===== config.mk =====
export PLATFORM = sky130hd
export DESIGN_NAME = tt_um_accum_alu
export DESIGN_NICKNAME = d
export VERILOG_FILES = /design/src/rtl/tt_accum_pkg.sv /design/src/rtl/tt_strobe_sync.sv /design/src/rtl/tt_um_accum_alu.sv
export SDC_FILE = /design/constraint.sdc
export NUM_CORES = 1
export LEC_CHECK = 0
export ABC_AREA = 0
export CAP_MARGIN = 0
export CORE_MARGIN = 3
export CORE_UTILIZATION = 40
export DETAILED_ROUTE_END_ITERATION = 10
export SETUP_SLACK_MARGIN = 0.15
export SLEW_MARGIN = 15
export SYNTH_ARGS = -nofsm -noshare
export SYNTH_HDL_FRONTEND = slang
export SYNTH_SLANG_ARGS = --single-unit

===== constraint.sdc =====
create_clock -name clk -period 3.5 [get_ports clk]
set_input_delay 0.7 -clock clk [delete_from_list [all_inputs] [get_ports clk]]
set_output_delay 0.7 -clock clk [all_outputs]
set_load 0.01 [all_outputs]

===== src/rtl/tt_accum_pkg.sv =====
// Shared definitions for the accumulator ALU.
//   opcode_e  : 3-bit operation code carried on uio_in[2:0]
//   state_e   : sequencing FSM states (IDLE / EXEC / DONE)
//   ACC_W_DEFAULT, UIO_OE_MASK : default width and bidir-enable mask
package tt_accum_pkg;

    typedef enum logic [2:0] {
        OP_NOP    = 3'b000,
        OP_ADD    = 3'b001,
        OP_SUB    = 3'b010,
        OP_LOAD   = 3'b011,
        OP_CLEAR  = 3'b100,
        OP_ADD_HI = 3'b101,
        OP_VIEW   = 3'b110,
        OP_RSVD   = 3'b111
    } opcode_e;

    typedef enum logic [1:0] {
        ST_IDLE = 2'b00,
        ST_EXEC = 2'b01,
        ST_DONE = 2'b10
    } state_e;

    localparam int         ACC_W_DEFAULT = 16;
    localparam logic [7:0] UIO_OE_MASK   = 8'hF0;

endpackage


===== src/rtl/tt_strobe_sync.sv =====
// Strobe synchronizer and rising-edge detector.
// Ports:
//   clk, rst_n : clock, asynchronous active-low reset
//   strobe     : asynchronous strobe input
//   sync_out   : strobe after SYNC_STAGES flops
//   rise       : one-cycle pulse when sync_out goes 0 -> 1
module tt_strobe_sync
    import tt_accum_pkg::*;
#(
    parameter int SYNC_STAGES = 2
) (
    input  logic clk,
    input  logic rst_n,
    input  logic strobe,
    output logic sync_out,
    output logic rise
);

    logic [SYNC_STAGES-1:0] sync_q;
    logic                   prev_q;

    always_ff @(posedge clk or negedge rst_n) begin
        if (!rst_n) begin
            sync_q <= '0;
            prev_q <= 1'b0;
        end else begin
            sync_q <= {sync_q[SYNC_STAGES-2:0], strobe};
            prev_q <= sync_q[SYNC_STAGES-1];
        end
    end

    assign sync_out = sync_q[SYNC_STAGES-1];
    // Both operands are flops, so the pulse is glitch-free and lasts one cycle.
    assign rise     = sync_out & ~prev_q;

endmodule


===== src/rtl/tt_um_accum_alu.sv =====
// Strobe-driven accumulator ALU.
// Ports:
//   clk, rst_n : clock, asynchronous active-low reset
//   ena        : unused
//   ui_in      : operand byte
//   uio_in     : [2:0] opcode, [3] strobe, [7:4] unused
//   uo_out     : acc[7:0] (view = 0) or acc[ACC_W-1:8] (view = 1)
//   uio_out    : [7] zero, [6] ovf, [5] busy, [4] done, [3:0] = 0
//   uio_oe     : constant 8'hF0
// Strobe protocol: each synchronized 0->1 transition of strobe seen in IDLE
// starts exactly one operation; opcode/operand are taken on that cycle.
// busy is high for the single EXEC cycle, done stays high until the
// synchronized strobe returns to 0. Edges seen in EXEC or DONE are dropped.
// Build option: define ACCUM_ALU_SATURATE_EN to clamp on overflow/underflow
// instead of wrapping (ovf behaves the same either way).
module tt_um_accum_alu
    import tt_accum_pkg::*;
#(
    parameter int ACC_W       = ACC_W_DEFAULT,  // 9..16
    parameter int SYNC_STAGES = 2               // 2..3
) (
    input  logic       clk,
    input  logic       rst_n,
    input  logic       ena,
    input  logic [7:0] ui_in,
    input  logic [7:0] uio_in,
    output logic [7:0] uo_out,
    output logic [7:0] uio_out,
    output logic [7:0] uio_oe
);

    state_e             state_q, state_d;
    opcode_e            op_q;
    logic [7:0]         operand_q;
    logic [ACC_W-1:0]   acc_q, acc_d;
    logic               ovf_q, ovf_d;
    logic               view_q, view_d;
    logic               sync_out, rise;

    logic               unused_ok;
    assign unused_ok = &{1'b0, ena, uio_in[7:4]};

    tt_strobe_sync #(
        .SYNC_STAGES(SYNC_STAGES)
    ) u_sync (
        .clk     (clk),
        .rst_n   (rst_n),
        .strobe  (uio_in[3]),
        .sync_out(sync_out),
        .rise    (rise)
    );

    // ---------------- FSM ----------------
    always_ff @(posedge clk or negedge rst_n) begin
        if (!rst_n) begin
            state_q <= ST_IDLE;
        end else begin
            state_q <= state_d;
        end
    end

    always_comb begin
        state_d = state_q;
        case (state_q)
            ST_IDLE: if (rise)      state_d = ST_EXEC;
            ST_EXEC:                state_d = ST_DONE;
            ST_DONE: if (!sync_out) state_d = ST_IDLE;
            default:                state_d = ST_IDLE;
        endcase
    end

    // ---------------- Operand capture ----------------
    always_ff @(posedge clk or negedge rst_n) begin
        if (!rst_n) begin
            op_q      <= OP_NOP;
            operand_q <= 8'h00;
        end else if (state_q == ST_IDLE && rise) begin
            op_q      <= opcode_e'(uio_in[2:0]);
            operand_q <= ui_in;
        end
    end

    // ---------------- Datapath ----------------
    logic [ACC_W-1:0] opnd_lo, opnd_hi, addend;
    logic [ACC_W:0]   sum_w, diff_w;

    // ADD_HI shifts the operand up a byte; bits beyond ACC_W fall away here.
    assign opnd_lo = ACC_W'(operand_q);
    assign opnd_hi = ACC_W'({operand_q, 8'h00});
    assign addend  = (op_q == OP_ADD_HI) ? opnd_hi : opnd_lo;
    assign sum_w   = {1'b0, acc_q} + {1'b0, addend};
    assign diff_w  = {1'b0, acc_q} - {1'b0, opnd_lo};

    always_comb begin
        acc_d  = acc_q;
        ovf_d  = ovf_q;
        view_d = view_q;
        case (op_q)
            OP_ADD, OP_ADD_HI: begin
                acc_d = sum_w[ACC_W-1:0];
                if (sum_w[ACC_W]) begin
                    ovf_d = 1'b1;
`ifdef ACCUM_ALU_SATURATE_EN
                    acc_d = '1;
`endif
                end
            end
            OP_SUB: begin
                acc_d = diff_w[ACC_W-1:0];
                // Top bit of the extended difference is the borrow.
                if (diff_w[ACC_W]) begin
                    ovf_d = 1'b1;
`ifdef ACCUM_ALU_SATURATE_EN
                    acc_d = '0;
`endif
                end
            end
            OP_LOAD:  acc_d  = opnd_lo;
            OP_CLEAR: begin
                acc_d  = '0;
                ovf_d  = 1'b0;
                view_d = 1'b0;
            end
            OP_VIEW:  view_d = ~view_q;
            default:  ;
        endcase
    end

    always_ff @(posedge clk or negedge rst_n) begin
        if (!rst_n) begin
            acc_q  <= '0;
            ovf_q  <= 1'b0;
            view_q <= 1'b0;
        end else if (state_q == ST_EXEC) begin
            acc_q  <= acc_d;
            ovf_q  <= ovf_d;
            view_q <= view_d;
        end
    end

    // ---------------- Outputs ----------------
    logic [ACC_W-1:0] acc_hi;
    assign acc_hi  = acc_q >> 8;

    assign uo_out  = view_q ? acc_hi[7:0] : acc_q[7:0];
    assign uio_out = {(acc_q == '0), ovf_q, (state_q == ST_EXEC), (state_q == ST_DONE), 4'b0000};
    assign uio_oe  = UIO_OE_MASK;

endmodule


== Word level (Yosys, flattened, before mapping) ==
Index checks and enable logic that the tools add are counted.

* Output and inout port bits: 24
* Word-level logic and storage cells: 46
* Register bits after elaboration: 34
* Input bits: 19

* Reductions and logical operators: 11
* $add $sub $neg: 2
* Muxes and demuxes: 10
* Equal/unequal tests: 12
* Bitwise logic cells: 3

{| class="wikitable"
|+ Operators with widths
! cell !! number
|-
| 16-bit one-hot mux with 4 select lines || 1
|-
| 16-bit by 16-bit adder with 17-bit output || 1
|-
| 16-bit by 8-bit subtractor with 17-bit output || 1
|-
| 16-bit logical NOT || 1
|-
| 16-bit 2-to-1 mux || 1
|-
| 3-bit equality test, second input constant || 3
|-
| 8-bit 2-to-1 mux || 1
|-
| 2-bit inequality test, second input constant || 4
|-
| 3-bit by 2-bit equality test with 1-bit output, second input constant || 2
|-
| 2-bit one-hot mux with 3 select lines || 1
|-
| 2-bit AND reduction || 3
|-
| 2-bit 2-to-1 mux || 2
|-
| 4-bit AND reduction || 1
|-
| 4-bit nonzero test || 1
|-
| 3-bit by 1-bit equality test with 1-bit output, second input constant || 1
|-
| 1-bit one-hot mux with 3 select lines || 1
|-
| 3-bit nonzero test || 1
|-
| 2-bit by 1-bit equality test with 1-bit output, second input constant || 1
|-
| 2-bit equality test, second input constant || 1
|-
| 2-bit logical NOT || 1
|-
| 1-bit 2-to-1 mux || 2
|-
| 1-bit inverter || 2
|-
| 1-bit one-hot mux with 2 select lines || 1
|-
| 2-bit nonzero test || 1
|-
| 3 further kinds || 3
|}

== Longest topological paths before layout ==
* Depth in word-level cells: 5
* Gate-level depth with buffers: 14
* Gate-level depth less buffers: 14

== By module ==
Synthesis repeated with hierarchy kept, for this count alone.

* Cells, all modules: 398
* Area, all modules: 3241.9 sq um

{| class="wikitable"
|+ By module, submodules not included
! module !! cells each !! seq. area each (sq um) !! instances !! area an instance (sq um)
|-
| tt_um_accum_alu || 394 || 775.7 || 1 || 3153.0
|-
| tt_strobe_sync || 4 || 75.1 || 1 || 88.8
|}

== Least setup slack after synthesis ==
OpenSTA, ideal clock, no wires.

* Kind: reg2reg
* Start point: reg op_q[0]
* End point: reg acc_q[13]
* Setup slack: 0.740 ns
* Period minus slack after synthesis: 2.760 ns
* Library setup time: 0.123 ns
* Arrival time: 2.637 ns
* Required time: 3.377 ns
* Cell stages (with the launch flop): 14
* Path buffers: 2
* Path through: dfrtp_1 -> buf_2 -> clkbuf_1 -> nand3_1 -> nand2_1 -> inv_1 -> ha_1 -> a211oi_2 -> o211ai_1 -> a2111oi_0 -> a211oi_1 -> xor2_1 -> a21oi_1 -> nand2_1

* Cells in the longest elaborated chain, start to end: 4

{| class="wikitable"
|+ Ends and longest elaborated chain
! what !! line !! source
|-
| from (decl) || tt_um_accum_alu.sv:33 || <nowiki>opcode_e op_q;</nowiki>
|-
| from (signal assigned) || tt_um_accum_alu.sv:78 || <nowiki>op_q <= opcode_e'(uio_in[2:0]);</nowiki>
|-
| 3-bit equality test or 3-bit by 1-bit equality test with 1-bit output (tied branches) || tt_um_accum_alu.sv:90, tt_um_accum_alu.sv:98 ||
|-
| 16-bit 2-to-1 mux or 2-bit OR reduction (tied branches) || tt_um_accum_alu.sv:90, tt_um_accum_alu.sv:98 ||
|-
| 16-bit by 16-bit adder with 17-bit output or 4-bit nonzero test (tied branches) || -- ||
|-
| 16-bit one-hot mux with 4 select lines or 2-bit AND reduction (tied branches) || -- ||
|-
| to (signal assigned) || tt_um_accum_alu.sv:131 || <nowiki>acc_q <= '0;</nowiki>
|-
| to (signal assigned) || tt_um_accum_alu.sv:135 || <nowiki>acc_q <= acc_d;</nowiki>
|-
| to (decl) || tt_um_accum_alu.sv:35 || <nowiki>logic [ACC_W-1:0] acc_q, acc_d;</nowiki>
|}

Several ways; a longest one is shown, not always the timed one.
A chain may end at the register's enable or synchronous reset.

== Worst setup path in the final report ==
* Start point: reg op_q[1]
* End point: reg ovf_q

* Cells in the longest elaborated chain, start to end: 5

{| class="wikitable"
|+ Ends and longest elaborated chain
! what !! line !! source
|-
| 3-bit equality test || tt_um_accum_alu.sv:90, tt_um_accum_alu.sv:98 ||
|-
| 16-bit 2-to-1 mux || tt_um_accum_alu.sv:90 || <nowiki>assign addend = (op_q == OP_ADD_HI) ? opnd_hi : opnd_lo;</nowiki>
|-
| 16-bit by 16-bit adder with 17-bit output || tt_um_accum_alu.sv:91 || <nowiki>assign sum_w = {1'b0, acc_q} + {1'b0, addend};</nowiki>
|-
| 2-bit inequality test (no source line) || -- ||
|-
| 4-bit AND reduction (no source line) || -- ||
|-
| to (signal assigned) || tt_um_accum_alu.sv:136 || <nowiki>ovf_q <= ovf_d;</nowiki>
|-
| to (decl) || tt_um_accum_alu.sv:36 || <nowiki>logic ovf_q, ovf_d;</nowiki>
|}

Several ways; a longest one is shown, not always the timed one.

==> Implementation_results.wiki <==
{| class="wikitable"
! Metric !! Value
|-
| Worst endpoint required time || about 3700 ps
|-
| Rel. slew slack || between 40 and 50%
|-
| Post-synthesis instance area || 3010 µm²
|-
| Ordered list of cells on the worst path || inv_1, nand2_1, nor2_1, nor2_1, ha_1, inv_1, fa_1, nand2b_1, a21oi_1, o2111ai_1, a31oi_2, a41oi_1, nor3_1, a211oi_1
|-
| Summed area of non-filler cells in the final layout || 3460 µm²
|-
| Worst setup margin || 423 ps
|-
| Post-synthesis area per instance || 8.00 µm²
|-
| Count of unique library cells instantiated by Yosys || 54
|-
| Longest Clk Path Bufs || 2
|-
| Number of global-route vias before repair || approximately 2.8k
|-
| Antenna Diode Count || 0
|-
| Sw Ratio || 46.5%
|-
| Residual DRC || 0
|-
| Number of vias per cell after detailed routing || roughly 5.7
|-
| Vert. Die Dim || 92.7 µm
|-
| Simple-Gate Fraction of Synth Area || between 10% and 20%
|-
| Standard cell area after detailed placement || 3320 µm²
|-
| Setup repair after global routing missed its margin || no
|-
| Final sum of negative setup slack || 0 ps
|-
| Clock period minus final worst setup slack || slightly above 3000 ps
|-
| Multiplexer area fraction after synthesis || between 3 and 4%
|-
| Biggest area consumer among synthesized cells || dfrtp_1
|-
| Insertion delay to the later sink of the worst-skew pair || 290 ps
|-
| Switching power || 1.44 mW
|-
| GRT Resource Usage Total || between 20% and 30%
|-
| Proportion of power drawn by the clock network || 14.4%
|-
| Post-synthesis register bit count || 34
|-
| Most common flop cell mapped by yosys || dfrtp_1
|-
| Worst hold margin || around 360 ps
|-
| Fraction of post-synthesis cell area in the top cell type by area || 28.3%
|-
| Chip Width || 92.7 µm
|-
| Detailed placement HPWL || 6770 µm
|-
| Status || completed
|-
| Antenna violations before repair || 0
|-
| Comb pwr share || 62.3%
|-
| Count of pins over their slew limit || 0
|-
| Root buffer cell || clkbuf_8
|-
| Seq pwr share || about a quarter
|-
| Actual slew at the worst max-slew pin || 796 ps
|-
| CTS clk-pin slew, worst paths || 70 ps
|-
| Final-report setup violation count || 0
|-
| Main area contributors after synthesis || dfrtp_1, ha_1, o21ai_0, nand2_1, a21oi_1
|-
| Number of buffer cells added on primary ports || 25
|-
| Critical hold path startpoint || u_sync.sync_q[0]$_DFF_PN0_
|-
| Adder-Cell Fraction of Synth Area || between 10 and 15%
|-
| Post-Place Cells || 490
|-
| Category of the worst setup path launch point || register
|-
| Slowest cell on the critical path || dfrtp_1
|-
| Wire per inst || 17.3 µm
|-
| Post-layout util || 49.1%
|-
| Count of flip-flops with a built-in enable after synthesis || 0
|-
| Detailed-route via count || 2836
|-
| Worst-case clock skew || approximately 6.9 ps
|-
| Seq/Total Area, Yosys || 28.3%
|-
| Number of buffers inserted during clock tree synthesis || 5
|-
| Io pins || 43
|-
| H-tree depth || 2
|-
| Number of setup buffers added after CTS || 0
|-
| First-pass GRT wire length || 14200 µm
|-
| Final global-route overflow total || 0
|-
| Final Hold Viols || 0
|-
| FMAX || between 0.3 and 0.4 GHz
|-
| Total number of clock tree sinks || 34
|-
| Share of the clock period used by the worst path || 87.9%
|-
| Category of the critical setup timing path || register to register
|-
| Worst Setup Slack post-DPL || 410 ps
|-
| Pin count of the biggest net entering global routing || 35
|-
| Post-synthesis xor/xnor area fraction || between 4 and 5%
|-
| Die Area || 8590 µm²
|-
| Number of placement rows || 30
|-
| Floorplan Core Area || 7060 µm²
|-
| Compound-cell area share of the yosys netlist || 26.4%
|-
| Remaining number of nets flagged by the antenna check after routing || 0
|-
| Ys Warns || 0
|-
| Combinational family with the most area after synthesis || compound AO/OA/AOI/OAI gates
|-
| Final #Nets || 446
|-
| Number of DRC markers in iteration 0 || 270
|-
| Post-synthesis async set-or-reset flop share || 100%
|-
| PwrDens || ~900 nW/µm²
|-
| Internal || 1.65 mW
|-
| Worst endpoint data arrival time || 3240 ps
|-
| Start point of the critical path || op_q[1]$_DFFE_PN0P_
|-
| Fraction of layout instances using a drive strength above 1 || 7.46%
|-
| Nature of the critical path endpoint || register
|-
| Weighted congestion reported at the end of routability-driven placement || around 1
|-
| Largest stage delay on the critical path || ~400 ps
|-
| Type of the most critical hold path || register to register
|-
| Leak pwr || between 1.5 and 2 nW
|-
| Detailed-routing iteration count for the pre-antenna-repair pass || 5
|-
| Largest driver fanout on the critical path || 7
|-
| TritonCTS clock tree || built
|-
| Starting density of the core || 42.6%
|-
| Worst vdd ir || approximately 500 µV
|-
| Area overhead of the layout relative to synthesis || 15.2%
|-
| Final Non-Filler Cells || about 500
|-
| Gate count after technology mapping || 376
|-
| Overall power || 3.09 mW
|-
| Final WL || 8620 µm
|-
| Worst R2R Start || op_q[1]$_DFFE_PN0P_
|-
| Max_cap viols || 0
|}
-- state kept, by name, indices dropped and copies added (netlist names) --
signal         flops
ovf_q              1
view_q             1
u_sync.prev_q      1
acc_q             16
operand_q          8
u_sync.sync_q      2
state_q            2
op_q               3
-- power groups by stage --
stage / Clock (mW) / Sequential (mW) / Combinational (mW)
2_1_floorplan: 0 / 0.621 / 1.43
3_3_place_gp: 0 / 0.724 / 1.87
3_5_place_dp: 0 / 0.725 / 1.88
4_1_cts: 0.454 / 0.716 / 1.90
5_1_grt: 0.463 / 0.743 / 2.13
6_report: 0.444 / 0.721 / 1.92
-- layer usage --
| layer | global-route usage [%] | up-vias | part of all wire [%] |
|---|---|---|---|
| li1 | - | 1373 | - |
| met1 | 28.8 | 1350 | 45 |
| met2 | 35.0 | 100 | 46 |
| met3 | 2.76 | 13 | 7.0 |
| met4 | 4.52 | 0 | 1.5 |
| met5 | 0 | - | 0 |
-- logic make-up after synthesis --
family,Yosys count
flops,34
fa+ha+maj,26
compound gates,126
buf+inv,45
simple gates,118
other cells,2
mux,10
xor+xnor,15
-- cell type report --
class / instances / area, µm²
inverter: 22 / 82.6
multi-input combinational: 307 / 1980
sequential: 34 / 851
clock buffer: 5 / 68.8
fill: 722 / 3590
tap: 96 / 120
clock inverter: 3 / 68.8
timing repair buffer: 31 / 290
-- synthesized netlist by cell type (8+ instances only) --
master    number
o21ai_0       44
nand2_1       43
nor2_1        37
dfrtp_1       34
a21oi_1       28
ha_1          24
inv_1         22
buf_4         14
a211oi_1       8
mux2_2         8
nand2b_1       8
xnor2_1        8
-- path summary, 6_finish.rpt --
| kind | slack, ps | end | depth (start not counted) |
|---|---|---|---|
| setup / recovery | 420 | ovf_q$_DFFE_PN0P_ | 14 |
| hold / removal | 360 | u_sync.sync_q[1]$_DFF_PN0_ | 0 |
| setup reg to reg | 420 | ovf_q$_DFFE_PN0P_ | 14 |
| hold reg to reg | 360 | u_sync.sync_q[1]$_DFF_PN0_ | 0 |
| max in group asynchronous | 2510 | operand_q[2]$_DFFE_PN0P_ | 1 |
| min in group asynchronous | 490 | acc_q[12]$_DFFE_PN0P_ | 1 |
-- worst max-delay path, delay by kind of cell, from the launching register on --
kind / cells / cell delay, ps
and+or+nand+nor: 5 / 690
AOI/OAI and AO/OA: 5 / 1020
adders and majority gates: 2 / 620
buffers and inverters: 2 / 210
DFF: 1 / 410
-- what timing repair did --
action,CTS,global route
endpoints found under the hold margin,0,0
resized for setup,0,2
hold buffers,0,0
endpoints found under the setup margin,0,2
-- cell usage in the layout, fill, tap and decap left out, types with 2 or more instances in the layout --
cell	n
conb_1	12
a21oi_1	28
nor4_1	4
or3_1	2
nor2b_1	4
o21ai_0	44
inv_1	22
ha_1	24
fa_1	2
bufinv_16	2
o22ai_1	3
clkbuf_8	5
nand2b_1	8
o21ai_1	2
nor2_1	37
mux2i_1	2
a2bb2oi_1	2
nand2_1	43
xnor2_1	8
dfrtp_1	34
a21boi_0	5
buf_4	6
a31oi_1	2
clkdlybuf4s50_1	24
o2111ai_1	2
and2_1	2
a211oi_1	8
a22oi_1	6
nor3_1	5
a221o_1	2
a221oi_1	2
xor2_1	7
nor3b_1	2
a21o_1	5
mux2_2	8
o211ai_1	3
nand3_1	4
Note: power is estimated with default switching activity, not from simulation.
